File: src/rtl/matmul_output_control.sv
// Output collector for the weight-stationary systolic array: captures
// column results (with proxy override) into a ROWS x COLS matrix and
// streams the finished matrix to output RAM as packed beats.
//
// Ports:
//   clk, rst (sync, active-low)
//   fsm_rdy / fsm_done         : capture window control from matmul FSM
//   matmul_fsm_output / _valid : bottom-of-array words per column
//   proxy_output_bus / _valid  : spare-PE words, override when valid
//   output_matrix              : captured result matrix
//   wr_output_rdy / _done      : write-out request / completion pulse
//   mem_addr/mem_wr_en/mem_data: output RAM write port
//   stall                      : freezes FSM and array during write-out
module matmul_output_control #(
    parameter int ROWS               = 4,
    parameter int COLS               = 4,
    parameter int WORD_SIZE          = 16,
    parameter int MEM_ACCESS_LATENCY = 1,
    parameter int MEM_PORT_WIDTH     = 32
) (
    input  logic                          clk,
    input  logic                          rst,
    output logic                          stall,
    input  logic                          fsm_rdy,
    input  logic                          fsm_done,
    input  logic [COLS*WORD_SIZE-1:0]     matmul_fsm_output,
    input  logic [COLS-1:0]               matmul_output_valid,
    input  logic [COLS*WORD_SIZE-1:0]     proxy_output_bus,
    input  logic [COLS-1:0]               proxy_out_valid_bus,
    output logic [WORD_SIZE-1:0]          output_matrix [ROWS][COLS],
    input  logic                          wr_output_rdy,
    output logic                          wr_output_done,
    output logic [31:0]                   mem_addr,
    output logic                          mem_wr_en,
    output logic [MEM_PORT_WIDTH-1:0]     mem_data
);

    localparam int W      = MEM_PORT_WIDTH / WORD_SIZE;
    localparam int NELEM  = ROWS * COLS;
    localparam int NBEATS = (NELEM + W - 1) / W;
    localparam int BW     = (NBEATS > 1) ? $clog2(NBEATS) : 1;
    localparam int RW     = $clog2(ROWS + 1);
    localparam int CW     = (MEM_ACCESS_LATENCY > 1) ?
                            $clog2(MEM_ACCESS_LATENCY) : 1;

    typedef enum logic [1:0] {
        S_IDLE,
        S_WRITE,
        S_WAIT,
        S_DONE
    } state_t;

    state_t                      r_state;
    state_t                      w_next;
    logic [BW-1:0]               r_beat;
    logic [BW-1:0]               w_next_beat;
    logic [CW-1:0]               r_wcnt;
    logic [RW-1:0]               r_row [COLS];
    logic [WORD_SIZE-1:0]        r_mat [ROWS][COLS];
    logic [31:0]                 r_mem_addr;
    logic [MEM_PORT_WIDTH-1:0]   r_mem_data;
    logic [NBEATS*MEM_PORT_WIDTH-1:0] w_flat;
    logic                        w_cap_en;
    logic                        w_last;
    logic                        w_adv;

    assign w_cap_en = (r_state == S_IDLE) && !fsm_done;
    assign w_last   = (int'(r_beat) == NBEATS - 1);

    // Leave WRITE/WAIT for the next beat once the beat has occupied
    // MEM_ACCESS_LATENCY cycles in total.
    assign w_adv = ((r_state == S_WRITE) && (MEM_ACCESS_LATENCY == 1)) ||
                   ((r_state == S_WAIT) &&
                    (int'(r_wcnt) == MEM_ACCESS_LATENCY - 2));

    // Row-major flattening, zero-padded to a whole number of beats.
    always_comb begin
        w_flat = '0;
        for (int i = 0; i < NELEM; i++) begin
            w_flat[i*WORD_SIZE +: WORD_SIZE] = r_mat[i/COLS][i%COLS];
        end
    end

    always_ff @(posedge clk) begin
        if (!rst) begin
            r_state    <= S_IDLE;
            r_beat     <= '0;
            r_wcnt     <= '0;
            r_mem_addr <= '0;
            r_mem_data <= '0;
        end else begin
            r_state <= w_next;
            r_beat  <= w_next_beat;
            if (r_state != S_WAIT) begin
                r_wcnt <= '0;
            end else begin
                r_wcnt <= r_wcnt + CW'(1);
            end
            // Address/data are loaded as WRITE is entered so the
            // strobe and its payload appear in the same cycle.
            if (w_next == S_WRITE) begin
                r_mem_addr <= 32'(w_next_beat);
                r_mem_data <=
                    w_flat[w_next_beat*MEM_PORT_WIDTH +: MEM_PORT_WIDTH];
            end
        end
    end

    always_comb begin
        w_next      = r_state;
        w_next_beat = r_beat;
        unique case (r_state)
            S_IDLE: begin
                if (wr_output_rdy) begin
                    w_next      = S_WRITE;
                    w_next_beat = '0;
                end
            end
            S_WRITE, S_WAIT: begin
                if (w_adv) begin
                    if (w_last) begin
                        w_next = S_DONE;
                    end else begin
                        w_next      = S_WRITE;
                        w_next_beat = r_beat + BW'(1);
                    end
                end else if (r_state == S_WRITE) begin
                    w_next = S_WAIT;
                end
            end
            S_DONE: w_next = S_IDLE;
        endcase
    end

    always_comb begin
        stall          = (r_state != S_IDLE);
        mem_wr_en      = (r_state == S_WRITE);
        wr_output_done = (r_state == S_DONE);
    end

    assign mem_addr = r_mem_addr;
    assign mem_data = r_mem_data;

    always_ff @(posedge clk) begin
        if (!rst) begin
            for (int c = 0; c < COLS; c++) begin
                r_row[c] <= '0;
                for (int r = 0; r < ROWS; r++) begin
                    r_mat[r][c] <= '0;
                end
            end
        end else if (fsm_rdy) begin
            for (int c = 0; c < COLS; c++) begin
                r_row[c] <= '0;
            end
        end else if (w_cap_en) begin
            for (int c = 0; c < COLS; c++) begin
                if (matmul_output_valid[c] && (r_row[c] < RW'(ROWS))) begin
                    for (int r = 0; r < ROWS; r++) begin
                        if (r_row[c] == RW'(r)) begin
                            r_mat[r][c] <= proxy_out_valid_bus[c] ?
                                proxy_output_bus[c*WORD_SIZE +: WORD_SIZE] :
                                matmul_fsm_output[c*WORD_SIZE +: WORD_SIZE];
                        end
                    end
                    r_row[c] <= r_row[c] + RW'(1);
                end
            end
        end
    end

    assign output_matrix = r_mat;

endmodule

File: config.mk
export PLATFORM = sky130hd
export DESIGN_NAME = matmul_output_control
export DESIGN_NICKNAME = d
export VERILOG_FILES = /design/src/rtl/matmul_output_control.sv
export SDC_FILE = /design/constraint.sdc
export NUM_CORES = 1
export LEC_CHECK = 0
export BUFFER_PORTS_ARGS = -buffer_cell sky130_fd_sc_hd__buf_2
export CORE_AREA = 2 2 181 183
export CTS_CLUSTER_DIAMETER = 120
export DETAILED_ROUTE_END_ITERATION = 10
export DIE_AREA = 0 0 183 185
export PLACE_DENSITY_LB_ADDON = 0.15
export SETUP_SLACK_MARGIN = 0.05
export SYNTH_ARGS = -nofsm -noshare
export SYNTH_HDL_FRONTEND = slang
export SYNTH_SLANG_ARGS = --single-unit
File: constraint.sdc
create_clock -name clk -period 4.7 [get_ports clk]
set_input_delay 1.175 -clock clk [delete_from_list [all_inputs] [get_ports clk]]
set_output_delay 1.175 -clock clk [all_outputs]
set_load 0.01 [all_outputs]
## Yosys cells after proc, flatten, opt, wreduce, memory -nomap -nowiden

Memories as Yosys holds them, arrays and structs flattened.
Cells that the tools add are included.

| word-level totals | value |
|---|---|
| register bits after elaboration | 296 |
| bits in writable memories | 12 |
| input bits | 141 |
| output and inout bits | 323 |
| logic and storage cells | 130 |
| memories kept | 1 |

| operators by class | value |
|---|---|
| $add $sub $neg | 5 |
| order comparisons | 4 |
| eq/ne operators | 17 |
| shift operators | 1 |
| multiplexer cells | 44 |
| bitwise gates (word level) | 9 |
| reductions and logical operators | 29 |

Memory list:

| name | words | bits a word | rd ports | clocked after Yosys merged registers in | wr ports | line | source |
|---|---|---|---|---|---|---|---|
| r_row | 4 | 3 | 4 | 0 | 4 | 58 | `logic [RW-1:0] r_row [COLS];` |

Operators with widths:

| cell | count |
|---|---|
| $shiftx 256x9->32 | 1 |
| $mux 16 | 4 |
| $reduce_and 4->1 | 16 |
| $mux 3 | 11 |
| $eq 3x2->1 const B | 8 |
| $mux 1 | 24 |
| $add 3x1->3 const B | 5 |
| $eq 3x1->1 const B | 5 |
| $logic_not 3->1 | 4 |
| $lt 3x3->1 const B | 4 |
| $or 1x1->1 | 8 |
| $mux 2 | 3 |
| $pmux 2 s3 | 1 |
| $pmux 3 s2 | 1 |
| $logic_and 1x1->1 | 5 |
| $eq 2x1->1 const B | 2 |
| $eq 2x2->1 const B | 2 |
| $logic_not 2->1 | 1 |
| $reduce_bool 2->1 | 1 |
| $reduce_or 2->1 | 1 |
| $logic_not 1->1 | 1 |
| $not 1->1 | 1 |

## Logic depth before layout (Yosys ltp)

An unclocked memory read counts as a cell.

| logic depth | value |
|---|---|
| word-level depth | 9 |
| depth in mapped cells | 11 |

## Worst setup path after synthesis

Ideal clock, no wire load.

| timing path | value |
|---|---|
| path kind | input -> register |
| from | in wr_output_rdy |
| to | reg r_mem_data[29], in the netlist mem_data[29] |
| setup time | 79 ps |
| arrival | 2673 ps |
| required time | 4621 ps |
| setup slack | 1948 ps |
| stages | 8 |
| cells stage by stage | and2b_4 > a211oi_2 > o21a_1 > buf_4 > buf_6 > buf_2 > mux2_2 > o211ai_1 |

| on the way | value |
|---|---|
| longest elaborated chain between the ends | 3 |
| elaborated cells between the ends (all ways) | 6 |

Ends and longest elaborated chain:

| what | line | source |
|---|---|---|
| start, declared | 31 | `input logic wr_output_rdy,` |
| $mux 3 or $mux 2 (tied branches) | 114 | `if (wr_output_rdy) begin` |
| $pmux 3 s2 or $pmux 2 s3 (tied branches) | 112 | `unique case (r_state)` |
| $shiftx 256x9->32 or $eq 2x1->1 (tied branches) | 104, 101 |  |
| end signal, assigned | 103 | `r_mem_data <=` |
| end, declared | 61 | `logic [MEM_PORT_WIDTH-1:0] r_mem_data;` |

Parallel ways exist; a longest one is shown, timed or not.
A chain may end at the register's enable or synchronous reset.

## Worst setup path after layout

| timing path | value |
|---|---|
| from | reg r_state[1] |
| to | reg r_mat (netlist bit output_matrix[239]) |

| on the way | value |
|---|---|
| longest elaborated chain between the ends | 3 |

Ends and longest elaborated chain:

| what | line | source |
|---|---|---|
| start, declared | 53 | `state_t r_state;` |
| start signal, assigned | 92 | `r_state <= w_next;` |
| $logic_not 2->1 | 67 | `assign w_cap_en = (r_state == S_IDLE) && !fsm_done;` |
| $logic_and 1x1->1 | 67 |  |
| $reduce_and 4->1 (no line) | - |  |
| end signal, assigned by index | 161 | `r_mat[r][c] <= proxy_out_valid_bus[c] ?` |
| end, declared | 59 | `logic [WORD_SIZE-1:0] r_mat [ROWS][COLS];` |

Every way passes these cells.

==> results by group <==
Synth
  – Ys async rst share: 0%
  – Synth area leaders: dfxtp_1, o211a_1, mux2i_1, nand2_1, buf_4
  – Synthesized flop and latch total: 308
  – Synth cell count leaders: nand2_1, dfxtp_1, o211a_1
  – Yosys warnings: 0
  – Yosys top cell area share: 40.6%
  – Cell type with the highest aggregate area in the netlist: dfxtp_1
  – Cell variety after synth: 45
  – Avg Inst Size Synth: 10.1 sq um
  – Syn Std Cell Area: 14,700 sq um
  – Cells after Synth: 1,466
  – Top FF cell, synth: dfxtp_1
  – Post-synth EDFFs: 9
  – Most frequent cell after synthesis: nand2_1
  – Sequential share of the synthesized area: 42.4%

Routing
  – Pre-antenna DRT Iters: 8
  – Post-Route WL: 48.7 mm
  – Remaining antenna violation count: 0
  – Routed via count: 12,600
  – DRC: 0
  – Vias per Instance: 5.62
  – Drt initial violations: 743
  – DR WL/cell: 21.6 um

CTS
  – Hold_buf cts: 0
  – CTS tree: built
  – Worst-path clk slew: 0.06 ns
  – # clock sinks: 308
  – Clock Tree Buf Depth: 3
  – Clock buffer count from CTS: 35
  – H-tree depth: 2
  – CTS root buffer: clkbuf_16
  – Cts repair resizes: 0
  – Post-CTS Setup Repair Bufs: 0
  – Worst-Skew Late Latency: 0.52 ns

Hold path
  – Hold WC Path Type: reg -> reg
  – WHS Path Cells: 2
  – HP Start: mem_data[13]
  – WHS Endpoint: mem_data[13]

STA
  – Final Hold Fails: 0
  – RSZ-0062 raised after global routing: no
  – Setup ws final: 1.71 ns
  – Worst slew margin: 20.9%
  – Part of the cycle the worst path needs: 63.7%
  – Setup violators final: 0
  – Worst Tran Pin Value: 1.19 ns
  – FMAX: 0.334 GHz
  – Period minus WS final: 2.99 ns
  – Setup Skew: 0.0160 ns
  – Hold Slack: 0.476 ns
  – Pins Over Slew Limit: 0
  – Setup TNS Final: 0 ns

Setup path
  – Crit path kind: reg -> reg
  – Reg-to-reg slack, setup: 1.71 ns
  – CP max FO: 32
  – RR Startpoint: r_state[1]
  – Startpoint Class: flip-flop
  – Critical Path End Type: flip-flop
  – R2R cell count: 8
  – Critical path data required time: 5.10 ns
  – WP data arrival: 3.40 ns
  – Crit Reg-Reg Endpoint: output_matrix[239]

Cells and area
  – Fill cells: 2,957
  – Layout area overhead: 20.8%
  – Nets: 1,983
  – Layout cells sized above 1: 28.5%
  – Register area: 6260 sq um
  – Multi-input gate area: 7470 sq um
  – Number of diodes: 0

Placement
  – Routability congestion estimate: 0.867
  – Pre-CTS setup slack: 1.23 ns
  – Post-DP HPWL: 35.9 mm
  – I/O Buffers: 434

Run status
  – Status: complete, no violations

Power
  – Clock share of power: 45.1%
  – Internal Power: 4520 uW
  – Pwr per Cell Area: 339 nW/um^2
  – P_leak: 0.0112 uW
  – Register share of total power: 45.3%
  – Sw frac: 25.2%
  – Maximum vdd drop: 252 uV
  – Switch Pwr: 1520 uW
  – Combinational power share: 9.7%

Floorplan
  – Die area: 33,900 sq um
  – Initial Util: 46.0%
  – Die Height: 185 um
  – Chip width: 183 um
  – Io pins: 464
  – # rows: 66
  – Core Box Area: 32,000 sq um

GRT
  – GRT overflow: 0
  – First-pass GRT wire length: 71.3 mm
  – Total GRT Usage: 27.6%
  – Number of global-route vias before repair: 11,900
  – Initial antenna violation count: 0
  – Largest net degree at the start of global routing: 111

Flow run
  – Number of max-cap violations: 0
==> final cells by class <==
type,instances,share of cell area [%]
Clock buffer,49,5.67
Clock inverter,11,0.731
Inverter,17,0.358
Multi-Input combinational cell,999,41.9
Sequential cell,308,35.1
Tap cell,408,2.87
Timing Repair Buffer,456,13.3
==> stage by stage <==
step / utilization (%) / std cells / power [uW] / cell area, sq um
finish: 55.6 / 2248 / 6030 / 17800
global route: 55.6 / 2248 / 6240 / 17800
CTS: 55.6 / 2248 / 6080 / 17800
detailed placement: 52.0 / 2188 / 3370 / 16700
global placement: 52.0 / 2188 / 3360 / 16700
floorplan: - / 1494 / 3170 / 14800
==> power groups by stage <==
stage	clock [uW]	combinational, uW	sequential, uW
floorplan	0	376	2790
global placement	0	574	2790
detailed placement	0	582	2790
CTS	2760	584	2730
global route	2870	631	2730
finish	2720	583	2730
==> logic make-up (layout without fill, tap and decap cells) <==
kind of cell | after synthesis | in the layout | synth area share, %
compound gates | 365 | 365 | 23.0
xor+xnor | 1 | 1 | 0.0594
fa+ha+maj | 25 | 25 | 2.12
buf+inv | 187 | 533 | 7.84
flops | 308 | 308 | 42.4
mux | 194 | 194 | 13.4
other cells | 1 | 29 | 0.0254
simple gates | 385 | 385 | 11.0
==> worst max-delay path, stage by stage (launching register included) <==
cell     delay (ns)
dfxtp_1        0.33
inv_1          0.10
ha_1           0.32
inv_2          0.06
or3_4          0.48
nor3b_4        0.34
and2_1         0.91
nand2_1        0.14
o211a_1        0.18
==> layout by cell type, fill, tap and decap left out, types with 3 or more instances in the layout <==
cell type,netlist,layout
a21oi_1,34,34
a221o_1,32,32
and2_1,14,19
and3_1,4,3
buf_2,30,433
buf_4,69,20
clkbuf_1,47,7
clkbuf_16,0,36
clkbuf_8,0,7
clkinv_2,0,4
conb_1,1,29
dfxtp_1,299,299
edfxtp_1,9,9
ha_1,25,25
inv_1,16,16
mux2_1,31,31
mux2i_1,162,162
nand2_1,327,327
nand2b_1,5,5
nor2_1,11,11
nor2b_1,4,3
nor3b_4,4,4
o211a_1,258,258
o211ai_1,31,31
==> sequential cells by signal, summed over array words and instances, names as in the netlist <==
signal	count
r_beat	3
mem_data	32
r_state	2
r_row	12
output_matrix	256
mem_addr	3
==> worst max path at each step <==
stage / end / from
6_report: output_matrix[239] / r_state[1]
2_1_floorplan: mem_data[29] / wr_output_rdy
3_3_place_gp: output_matrix[237] / fsm_rdy
5_1_grt: output_matrix[71] / r_state[1]
4_1_cts: output_matrix[239] / r_state[1]
3_5_place_dp: output_matrix[239] / fsm_rdy
==> metal layers <==
layer  vias to the layer above  global-route usage (%)  wire [um]
met5                         -                       0          0
met4                         0                    10.8       1820
met3                        83                    5.62       3360
met2                       494                    50.1      24300
met1                      6127                    31.8      19100
li1                       5925                       -          -
Power figures use the tool's default switching activity.
